## config.mk

```make
export PLATFORM = sky130hd
export DESIGN_NAME = mul_div_unit
export DESIGN_NICKNAME = d
export VERILOG_FILES = /design/src/rtl/mdu_pkg.sv /design/src/rtl/mdu_operand_prep.sv /design/src/rtl/mul_div_unit.sv
export SDC_FILE = /design/constraint.sdc
export NUM_CORES = 1
export LEC_CHECK = 0
export BUFFER_PORTS_ARGS = -buffer_cell sky130_fd_sc_hd__buf_2
export CAP_MARGIN = 10
export CORE_UTILIZATION = 40
export DETAILED_ROUTE_END_ITERATION = 8
export HOLD_SLACK_MARGIN = 0.05
export PLACE_DENSITY_LB_ADDON = 0.3
export SYNTH_ARGS = -nofsm -noshare
export SYNTH_HDL_FRONTEND = slang
export SYNTH_HIERARCHICAL = 1
export SYNTH_SLANG_ARGS = --single-unit
```

## constraint.sdc

```tcl
create_clock -name clk -period 4.4 [get_ports clk]
set_clock_uncertainty 0.15 [all_clocks]
set_input_delay 0.88 -clock clk [delete_from_list [all_inputs] [get_ports clk]]
set_output_delay 0.88 -clock clk [all_outputs]
set_load 0.01 [all_outputs]
```

## src/rtl/mdu_pkg.sv

```systemverilog
// Shared definitions for the RV32M/RV64M multiply/divide unit.
//   FUNCT7_MULDIV : funct7 value the main decoder uses to route ops here
//   mdu_op_t      : the eight funct3 M-extension operation codes
//   mdu_state_t   : sequencing states of the iterative unit
//   is_div_op     : true for DIV/DIVU/REM/REMU (funct3[2] set)
package mdu_pkg;

    localparam logic [6:0] FUNCT7_MULDIV = 7'b0000001;

    typedef enum logic [2:0] {
        OP_MUL    = 3'b000,
        OP_MULH   = 3'b001,
        OP_MULHSU = 3'b010,
        OP_MULHU  = 3'b011,
        OP_DIV    = 3'b100,
        OP_DIVU   = 3'b101,
        OP_REM    = 3'b110,
        OP_REMU   = 3'b111
    } mdu_op_t;

    typedef enum logic [1:0] {
        IDLE = 2'b00,
        CALC = 2'b01,
        DONE = 2'b10
    } mdu_state_t;

    function automatic logic is_div_op(input logic [2:0] funct3);
        return funct3[2];
    endfunction

endpackage

```

## src/rtl/mdu_operand_prep.sv

```systemverilog
// Combinational operand preparation for mul_div_unit.
// Decodes signedness from funct3, produces operand magnitudes, the sign to
// apply to the product/quotient and to the remainder, and detects the
// divide special cases (divide by zero, signed overflow) with their results.
//   funct3_i      : M-op select
//   src_a_i/b_i   : raw rs1/rs2 operands
//   mag_a_o/b_o   : magnitudes (raw value for unsigned operands)
//   neg_res_o     : product/quotient must be negated
//   neg_rem_o     : remainder must be negated (dividend was negative)
//   special_o     : op bypasses iteration
//   special_res_o : result to use when special_o is set
module mdu_operand_prep
    import mdu_pkg::*;
#(
    parameter int WIDTH = 32
) (
    input  logic [2:0]       funct3_i,
    input  logic [WIDTH-1:0] src_a_i,
    input  logic [WIDTH-1:0] src_b_i,
    output logic [WIDTH-1:0] mag_a_o,
    output logic [WIDTH-1:0] mag_b_o,
    output logic             neg_res_o,
    output logic             neg_rem_o,
    output logic             special_o,
    output logic [WIDTH-1:0] special_res_o
);

    localparam logic [WIDTH-1:0] ALL_ONES = {WIDTH{1'b1}};
    localparam logic [WIDTH-1:0] ALL_ZERO = {WIDTH{1'b0}};
    localparam logic [WIDTH-1:0] MOST_NEG = {1'b1, {(WIDTH-1){1'b0}}};

    logic w_a_signed;
    logic w_b_signed;
    logic w_a_neg;
    logic w_b_neg;
    logic w_b_zero;
    logic w_overflow;

    // Signedness decode per operation
    always_comb begin
        w_a_signed = 1'b0;
        w_b_signed = 1'b0;
        case (mdu_op_t'(funct3_i))
            OP_MUL, OP_MULH, OP_DIV, OP_REM: begin
                w_a_signed = 1'b1;
                w_b_signed = 1'b1;
            end
            OP_MULHSU: begin
                w_a_signed = 1'b1;
                w_b_signed = 1'b0;
            end
            default: begin
                w_a_signed = 1'b0;
                w_b_signed = 1'b0;
            end
        endcase
    end

    // Magnitudes, result signs and special-case detection
    always_comb begin
        w_a_neg    = w_a_signed & src_a_i[WIDTH-1];
        w_b_neg    = w_b_signed & src_b_i[WIDTH-1];
        // The most-negative value maps onto itself, which is its correct
        // unsigned magnitude.
        mag_a_o    = w_a_neg ? -src_a_i : src_a_i;
        mag_b_o    = w_b_neg ? -src_b_i : src_b_i;
        neg_res_o  = w_a_neg ^ w_b_neg;
        neg_rem_o  = w_a_neg;
        w_b_zero   = (src_b_i == ALL_ZERO);
        // Only DIV (100) and REM (110) can overflow
        w_overflow = funct3_i[2] & ~funct3_i[0] &
                     (src_a_i == MOST_NEG) & (src_b_i == ALL_ONES);
        special_o  = is_div_op(funct3_i) & (w_b_zero | w_overflow);
        if (w_b_zero) begin
            // funct3[1] selects remainder
            special_res_o = funct3_i[1] ? src_a_i : ALL_ONES;
        end else begin
            special_res_o = funct3_i[1] ? ALL_ZERO : src_a_i;
        end
    end

endmodule

```

## src/rtl/mul_div_unit.sv

```systemverilog
// Iterative RV32M/RV64M multiply/divide unit for the execute stage.
// Radix-2 shift-add multiply or restoring divide, one step per cycle for
// WIDTH cycles; divide special cases finish in a single cycle.
//   clk, reset         : clock, synchronous active-high reset
//   flush_i            : abort any in-flight op, block acceptance
//   valid_i / ready_o  : op request handshake (ready only in IDLE)
//   funct3_i           : M-op select
//   src_a_i / src_b_i  : rs1 / rs2 operands
//   valid_o / ready_i  : result handshake toward writeback
//   result_o           : registered result, held after hand-off
//   busy_o             : high in CALC or DONE, drives the pipeline stall
module mul_div_unit
    import mdu_pkg::*;
#(
    parameter int WIDTH = 32
) (
    input  logic             clk,
    input  logic             reset,
    input  logic             flush_i,
    input  logic             valid_i,
    output logic             ready_o,
    input  logic [2:0]       funct3_i,
    input  logic [WIDTH-1:0] src_a_i,
    input  logic [WIDTH-1:0] src_b_i,
    output logic             valid_o,
    input  logic             ready_i,
    output logic [WIDTH-1:0] result_o,
    output logic             busy_o
);

    localparam int CNT_W = $clog2(WIDTH) + 1;

    localparam logic [1:0] ST_IDLE = IDLE;
    localparam logic [1:0] ST_CALC = CALC;
    localparam logic [1:0] ST_DONE = DONE;

    logic [1:0]       r_state;
    logic [CNT_W-1:0] r_cnt;
    logic [2:0]       r_op;
    logic             r_neg_res;
    logic             r_neg_rem;
    // Multiply: r_hi/r_lo form the 2*WIDTH accumulator, r_lo shifting out
    // multiplier bits. Divide: r_hi is the partial remainder, r_lo shifts
    // the dividend out and the quotient in. r_opnd is multiplicand/divisor.
    logic [WIDTH-1:0] r_hi;
    logic [WIDTH-1:0] r_lo;
    logic [WIDTH-1:0] r_opnd;
    logic             r_valid;
    logic [WIDTH-1:0] r_result;

    logic [WIDTH-1:0]   w_mag_a;
    logic [WIDTH-1:0]   w_mag_b;
    logic               w_neg_res;
    logic               w_neg_rem;
    logic               w_special;
    logic [WIDTH-1:0]   w_special_res;

    logic [WIDTH:0]     w_add;
    logic [WIDTH:0]     w_shift;
    logic [WIDTH:0]     w_diff;
    logic [WIDTH-1:0]   w_next_hi;
    logic [WIDTH-1:0]   w_next_lo;
    logic [2*WIDTH-1:0] w_prod_fix;
    logic [WIDTH-1:0]   w_quo_fix;
    logic [WIDTH-1:0]   w_rem_fix;
    logic [WIDTH-1:0]   w_final;
    logic               w_accept;

    mdu_operand_prep #(
        .WIDTH (WIDTH)
    ) u_prep (
        .funct3_i      (funct3_i),
        .src_a_i       (src_a_i),
        .src_b_i       (src_b_i),
        .mag_a_o       (w_mag_a),
        .mag_b_o       (w_mag_b),
        .neg_res_o     (w_neg_res),
        .neg_rem_o     (w_neg_rem),
        .special_o     (w_special),
        .special_res_o (w_special_res)
    );

    assign w_accept = valid_i & ~flush_i & (r_state == ST_IDLE);

    // One iteration step of the shift-add multiplier or restoring divider
    always_comb begin
        w_add   = {1'b0, r_hi} + (r_lo[0] ? {1'b0, r_opnd} : {(WIDTH+1){1'b0}});
        w_shift = {r_hi, r_lo[WIDTH-1]};
        w_diff  = w_shift - {1'b0, r_opnd};
        if (is_div_op(r_op)) begin
            // Borrow out (bit WIDTH) means the trial subtraction failed: restore
            if (!w_diff[WIDTH]) begin
                w_next_hi = w_diff[WIDTH-1:0];
                w_next_lo = {r_lo[WIDTH-2:0], 1'b1};
            end else begin
                w_next_hi = w_shift[WIDTH-1:0];
                w_next_lo = {r_lo[WIDTH-2:0], 1'b0};
            end
        end else begin
            w_next_hi = w_add[WIDTH:1];
            w_next_lo = {w_add[0], r_lo[WIDTH-1:1]};
        end
    end

    // Sign correction and result selection on the final step's output
    always_comb begin
        w_prod_fix = r_neg_res ? -{w_next_hi, w_next_lo} : {w_next_hi, w_next_lo};
        w_quo_fix  = r_neg_res ? -w_next_lo : w_next_lo;
        w_rem_fix  = r_neg_rem ? -w_next_hi : w_next_hi;
        case (mdu_op_t'(r_op))
            OP_MUL:                      w_final = w_prod_fix[WIDTH-1:0];
            OP_MULH, OP_MULHSU, OP_MULHU: w_final = w_prod_fix[2*WIDTH-1:WIDTH];
            OP_DIV, OP_DIVU:             w_final = w_quo_fix;
            OP_REM, OP_REMU:             w_final = w_rem_fix;
            default:                     w_final = {WIDTH{1'b0}};
        endcase
    end

    // Sequencing FSM, iteration datapath and result register
    always_ff @(posedge clk) begin
        if (reset) begin
            r_state   <= ST_IDLE;
            r_cnt     <= {CNT_W{1'b0}};
            r_op      <= 3'b000;
            r_neg_res <= 1'b0;
            r_neg_rem <= 1'b0;
            r_hi      <= {WIDTH{1'b0}};
            r_lo      <= {WIDTH{1'b0}};
            r_opnd    <= {WIDTH{1'b0}};
            r_valid   <= 1'b0;
            r_result  <= {WIDTH{1'b0}};
        end else begin
            case (r_state)
                ST_IDLE: begin
                    if (w_accept) begin
                        r_op      <= funct3_i;
                        r_neg_res <= w_neg_res;
                        r_neg_rem <= w_neg_rem;
                        if (w_special) begin
                            r_result <= w_special_res;
                            r_valid  <= 1'b1;
                            r_state  <= ST_DONE;
                        end else begin
                            r_hi    <= {WIDTH{1'b0}};
                            r_lo    <= w_mag_a;
                            r_opnd  <= w_mag_b;
                            r_cnt   <= CNT_W'(WIDTH);
                            r_state <= ST_CALC;
                        end
                    end else begin
                        r_state <= ST_IDLE;
                    end
                end
                ST_CALC: begin
                    if (flush_i) begin
                        r_valid <= 1'b0;
                        r_cnt   <= {CNT_W{1'b0}};
                        r_state <= ST_IDLE;
                    end else begin
                        r_hi <= w_next_hi;
                        r_lo <= w_next_lo;
                        if (r_cnt == CNT_W'(1)) begin
                            r_result <= w_final;
                            r_valid  <= 1'b1;
                            r_cnt    <= {CNT_W{1'b0}};
                            r_state  <= ST_DONE;
                        end else begin
                            r_cnt <= r_cnt - CNT_W'(1);
                        end
                    end
                end
                ST_DONE: begin
                    if (flush_i || ready_i) begin
                        r_valid <= 1'b0;
                        r_state <= ST_IDLE;
                    end else begin
                        r_valid <= 1'b1;
                    end
                end
                default: begin
                    r_valid <= 1'b0;
                    r_cnt   <= {CNT_W{1'b0}};
                    r_state <= ST_IDLE;
                end
            endcase
        end
    end

    assign ready_o  = (r_state == ST_IDLE);
    assign busy_o   = (r_state != ST_IDLE);
    assign valid_o  = r_valid;
    assign result_o = r_result;

endmodule
```

==> flow_summary.ini <==
[status]
outcome = complete, but fails checks
violations = negative setup slack

[critical_path]
reg2reg_to = result_o[24]$_SDFFE_PP0P_
cp_slowest_cell = or4b_4
cp_max_fo = 5
cpMostUsedCell = buf_4
path_cells = and2_4 -> ha_4 -> fa_2 -> a21o_1 -> a221oi_2 -> buf_4 -> o31ai_4 -> a211oi_2 -> buf_4 -> buf_4 -> xnor2_1 -> inv_1 -> o211ai_1 -> a21oi_1 -> buf_4 -> or4b_4 -> nand2_2 -> a21oi_2 -> o32a_1
worst-path-buf-inv = 5
worst-setup-path-type = reg -> reg
critPathTopFamily = compound AO/OA/AOI/OAI gates
worstSetupEndpointType = flip-flop
r2r_slack_ns = -0.08
worstPathArrival_ns = 4.70
rr_startpoint = r_opnd[0]$_SDFFE_PP0P_
critPathRequiredTime_ns = 4.61
worst_path_largest_cell_delay_ns = 0.47
ff2ff_path_depth = 19
critPathLaunchType = flip-flop

[cts]
worstSkewPairLatency_ns = 0.47
cts_tree = done
htreeDepth = 4
clock_sinks = 142
cts_buffers = 17
clk_pin_slew_worst_paths_ns = 0.07
clk_path_buf_depth = 2
cts_root_buffer = clkbuf_16

[global_route]
use_met1_pct = 46.90
grtUsageMet3_pct = 5.044
grt_pass1_vias = 17891
grt_pass1_wl_microns = 105600
grt_usage_pct = 33.80
grt_util_met2_pct = 52.79
grt_max_degree = 91
antenna_found_initial = 0
gr-total-overflow = 0
busiest_layer = met2

[floorplan]
num_io_pins = 107
fp.dieArea_sq_um = 40100
fp.coreArea_sq_um = 38740
initial_core_util_pct = 40.58
die_y_microns = 200.3
die_x_microns = 200.3
fp-row-count = 72

[synthesis]
ys_seq_elements = 142
synth_cell_types = 102
synth_edf_count = 0
synth-compound-area-share_pct = 29.57
synthArstFlopShare_pct = 0
synth_top_cell_area_share_pct = 18.08
netlist_area_sq_um = 15720
synth.area.top_cells = dfxtp_1, a21oi_1, xnor2_1
yosys_warnings = 6
ys.flop_type = dfxtp_1
synth_area_per_cell_sq_um = 7.094
syn_inst = 2216
yosys.area_share.simple_pct = 25.93
muxShareOfSynthArea_pct = 3.366
synth-adder-area-share_pct = 7.943
seq_area_frac_synth_pct = 18.08
synth_top_family_by_area = compound AO/OA/AOI/OAI gates
synth_area_leader_cell = dfxtp_1
synth_fp_nets = 2361
synth_xor_area_share_pct = 9.582

[sta]
fin_crit_ns = 4.483
slew_violations = 0
finalHoldViolCount = 0
setup_viol = 6
max_freq_mhz = 223.0
relSlewSlack_pct = 38.97
rsz0062_at_grt = yes
fin_crit_sh_pct = 101.9
postLayoutSetupSlackWorst_ns = -0.08339
worst_slew_pin_slew_ns = 0.9149

[min_path]
hold_start = result_o[4]$_SDFFE_PP0P_
hold_depth = 2
whs_endpoint = result_o[4]$_SDFFE_PP0P_
hold_class = reg -> reg

[drt]
viasPerCell = 6.135
antenna_left = 0
first_pass_iters = 5
drc = 0
vias = 19362
wl_microns = 70910
post_drt_wl_per_cell_microns = 22.47
first_iter_violations = 2160

[placed_design]
gp_congestion = 1.019
dp_slack_ns = -0.6021
dp_hpwl_microns = 55390
port_buffers = 106

[power]
peakVddDrop_v = 0.0002983
p_leak_nw = 8.571
cellPowerDensity_nw_per_um2 = 245.7

[cells_and_area]
nets = 2770
drive_gt1_share_pct = 30.74
antenna_cells = 0
fill_cells = 3738
utilization_pct = 55.74
syn_to_final_growth_pct = 37.35

[job]
cap_violations = 0
metrics by stage:
step / std cells / setup TNS (ns) / power, mW / hold WS [ns] / instance area (sq um)
2_1_floorplan: 2216 / 0 / 2.522 / 0.2947 / 15810
3_3_place_gp: 3095 / -7.161 / 3.336 / 0.2973 / 19450
3_5_place_dp: 3095 / -8.353 / 3.354 / 0.2955 / 19450
4_1_cts: 3136 / -0.2160 / 5.003 / 0.3030 / 20350
5_1_grt: 3156 / -1.740 / 5.506 / 0.3390 / 21590
6_report: 3156 / -0.3212 / 5.305 / 0.3059 / 21590
cell usage after synthesis (24+ instances only):
| cell | instances |
|---|---|
| a211oi_1 | 55 |
| nand3_1 | 52 |
| clkbuf_1 | 107 |
| a21o_1 | 28 |
| and2_1 | 46 |
| dfxtp_1 | 142 |
| ha_1 | 71 |
| mux2i_1 | 45 |
| o21ai_0 | 116 |
| maj3_1 | 32 |
| o31ai_1 | 33 |
| xor2_1 | 57 |
| a31oi_1 | 35 |
| nor3_1 | 74 |
| nor2_1 | 257 |
| inv_1 | 61 |
| xnor2_1 | 115 |
| nand2_1 | 226 |
| nor4_1 | 24 |
| a21oi_1 | 218 |
| nand4_1 | 30 |
placed cells by master, fill, tap and decap left out, types with 54 or more instances in the layout:
master and n:
a21oi_1 200, buf_2 105, buf_4 405, dfxtp_1 137
inv_1 59, nand2_1 214, nor2_1 244, nor3_1 63
o21ai_0 95, xnor2_1 108, xor2_1 54
power breakdown:
part	switching, mW	internal [mW]
Clock	0.672	0.940
Sequential	0.0571	1.33
Combinational	1.33	0.974
repair_timing:
item / CTS / global route
pin swaps: 12 / 100
setup endpoints to repair: 27 / 29
gates resized for setup: 45 / 215
buffers inserted: 9 / 23
endpoints found under the hold margin: 0 / 0
hold buffers: 0 / 0
area by class of cell:
| class | instances | area (sq um) | share of cell area [%] |
|---|---|---|---|
| Clock inverter | 12 | 157.7 | 0.7301 |
| Tap cell | 518 | 648.1 | 3.002 |
| Multi-Input combinational cell | 1867 | 13340 | 61.79 |
| Inverter | 63 | 236.5 | 1.095 |
| Sequential cell | 142 | 2854 | 13.22 |
| Timing Repair Buffer | 534 | 3889 | 18.01 |
| Clock buffer | 20 | 466.7 | 2.161 |
cell families after synthesis:
logic type / after synthesis
simple gates: 841
xor+xnor: 172
buf+inv: 207
mux: 52
compound gates: 697
flops: 142
fa+ha+maj: 105
worst max-delay path by stage:
stage,start,endpoint,slack [ns],cells after the start
2_1_floorplan,r_lo[31]$_SDFFE_PP0P_,result_o[24]$_SDFFE_PP0P_,0.009,22
3_5_place_dp,r_lo[0]$_SDFFE_PP0P_,result_o[19]$_SDFFE_PP0P_,-0.60,19
3_3_place_gp,r_lo[0]$_SDFFE_PP0P_,result_o[19]$_SDFFE_PP0P_,-0.56,19
6_report,r_opnd[0]$_SDFFE_PP0P_,result_o[24]$_SDFFE_PP0P_,-0.08,19
4_1_cts,r_opnd[18]$_SDFFE_PP0P_,result_o[10]$_SDFFE_PP0P_,-0.06,20
5_1_grt,r_lo[31]$_SDFFE_PP0P_,result_o[28]$_SDFFE_PP0P_,-0.24,21
state kept, by name (all words and copies together) (netlist names):
signal	flops
valid_o	1
r_op	3
r_opnd	32
r_neg_rem	1
result_o	32
r_hi	32
r_neg_res	1
r_cnt	6
r_state	2
r_lo	32
layer usage:
metal  part of all wire [%]  vias to the layer above  wire [microns]
met5                      0                        -               0
met4                    3.7                        0            2636
met3                    8.0                      130            5658
met2                     44                      890           31300
met1                     44                     9380           31320
li1                       -                     8962               -
tightest hold or removal path, stage by stage (launching register included):
cell and delay, ns:
dfxtp_1 0.31, nand2_1 0.05, a21oi_1 0.05
(Power assumes the default switching activity.)
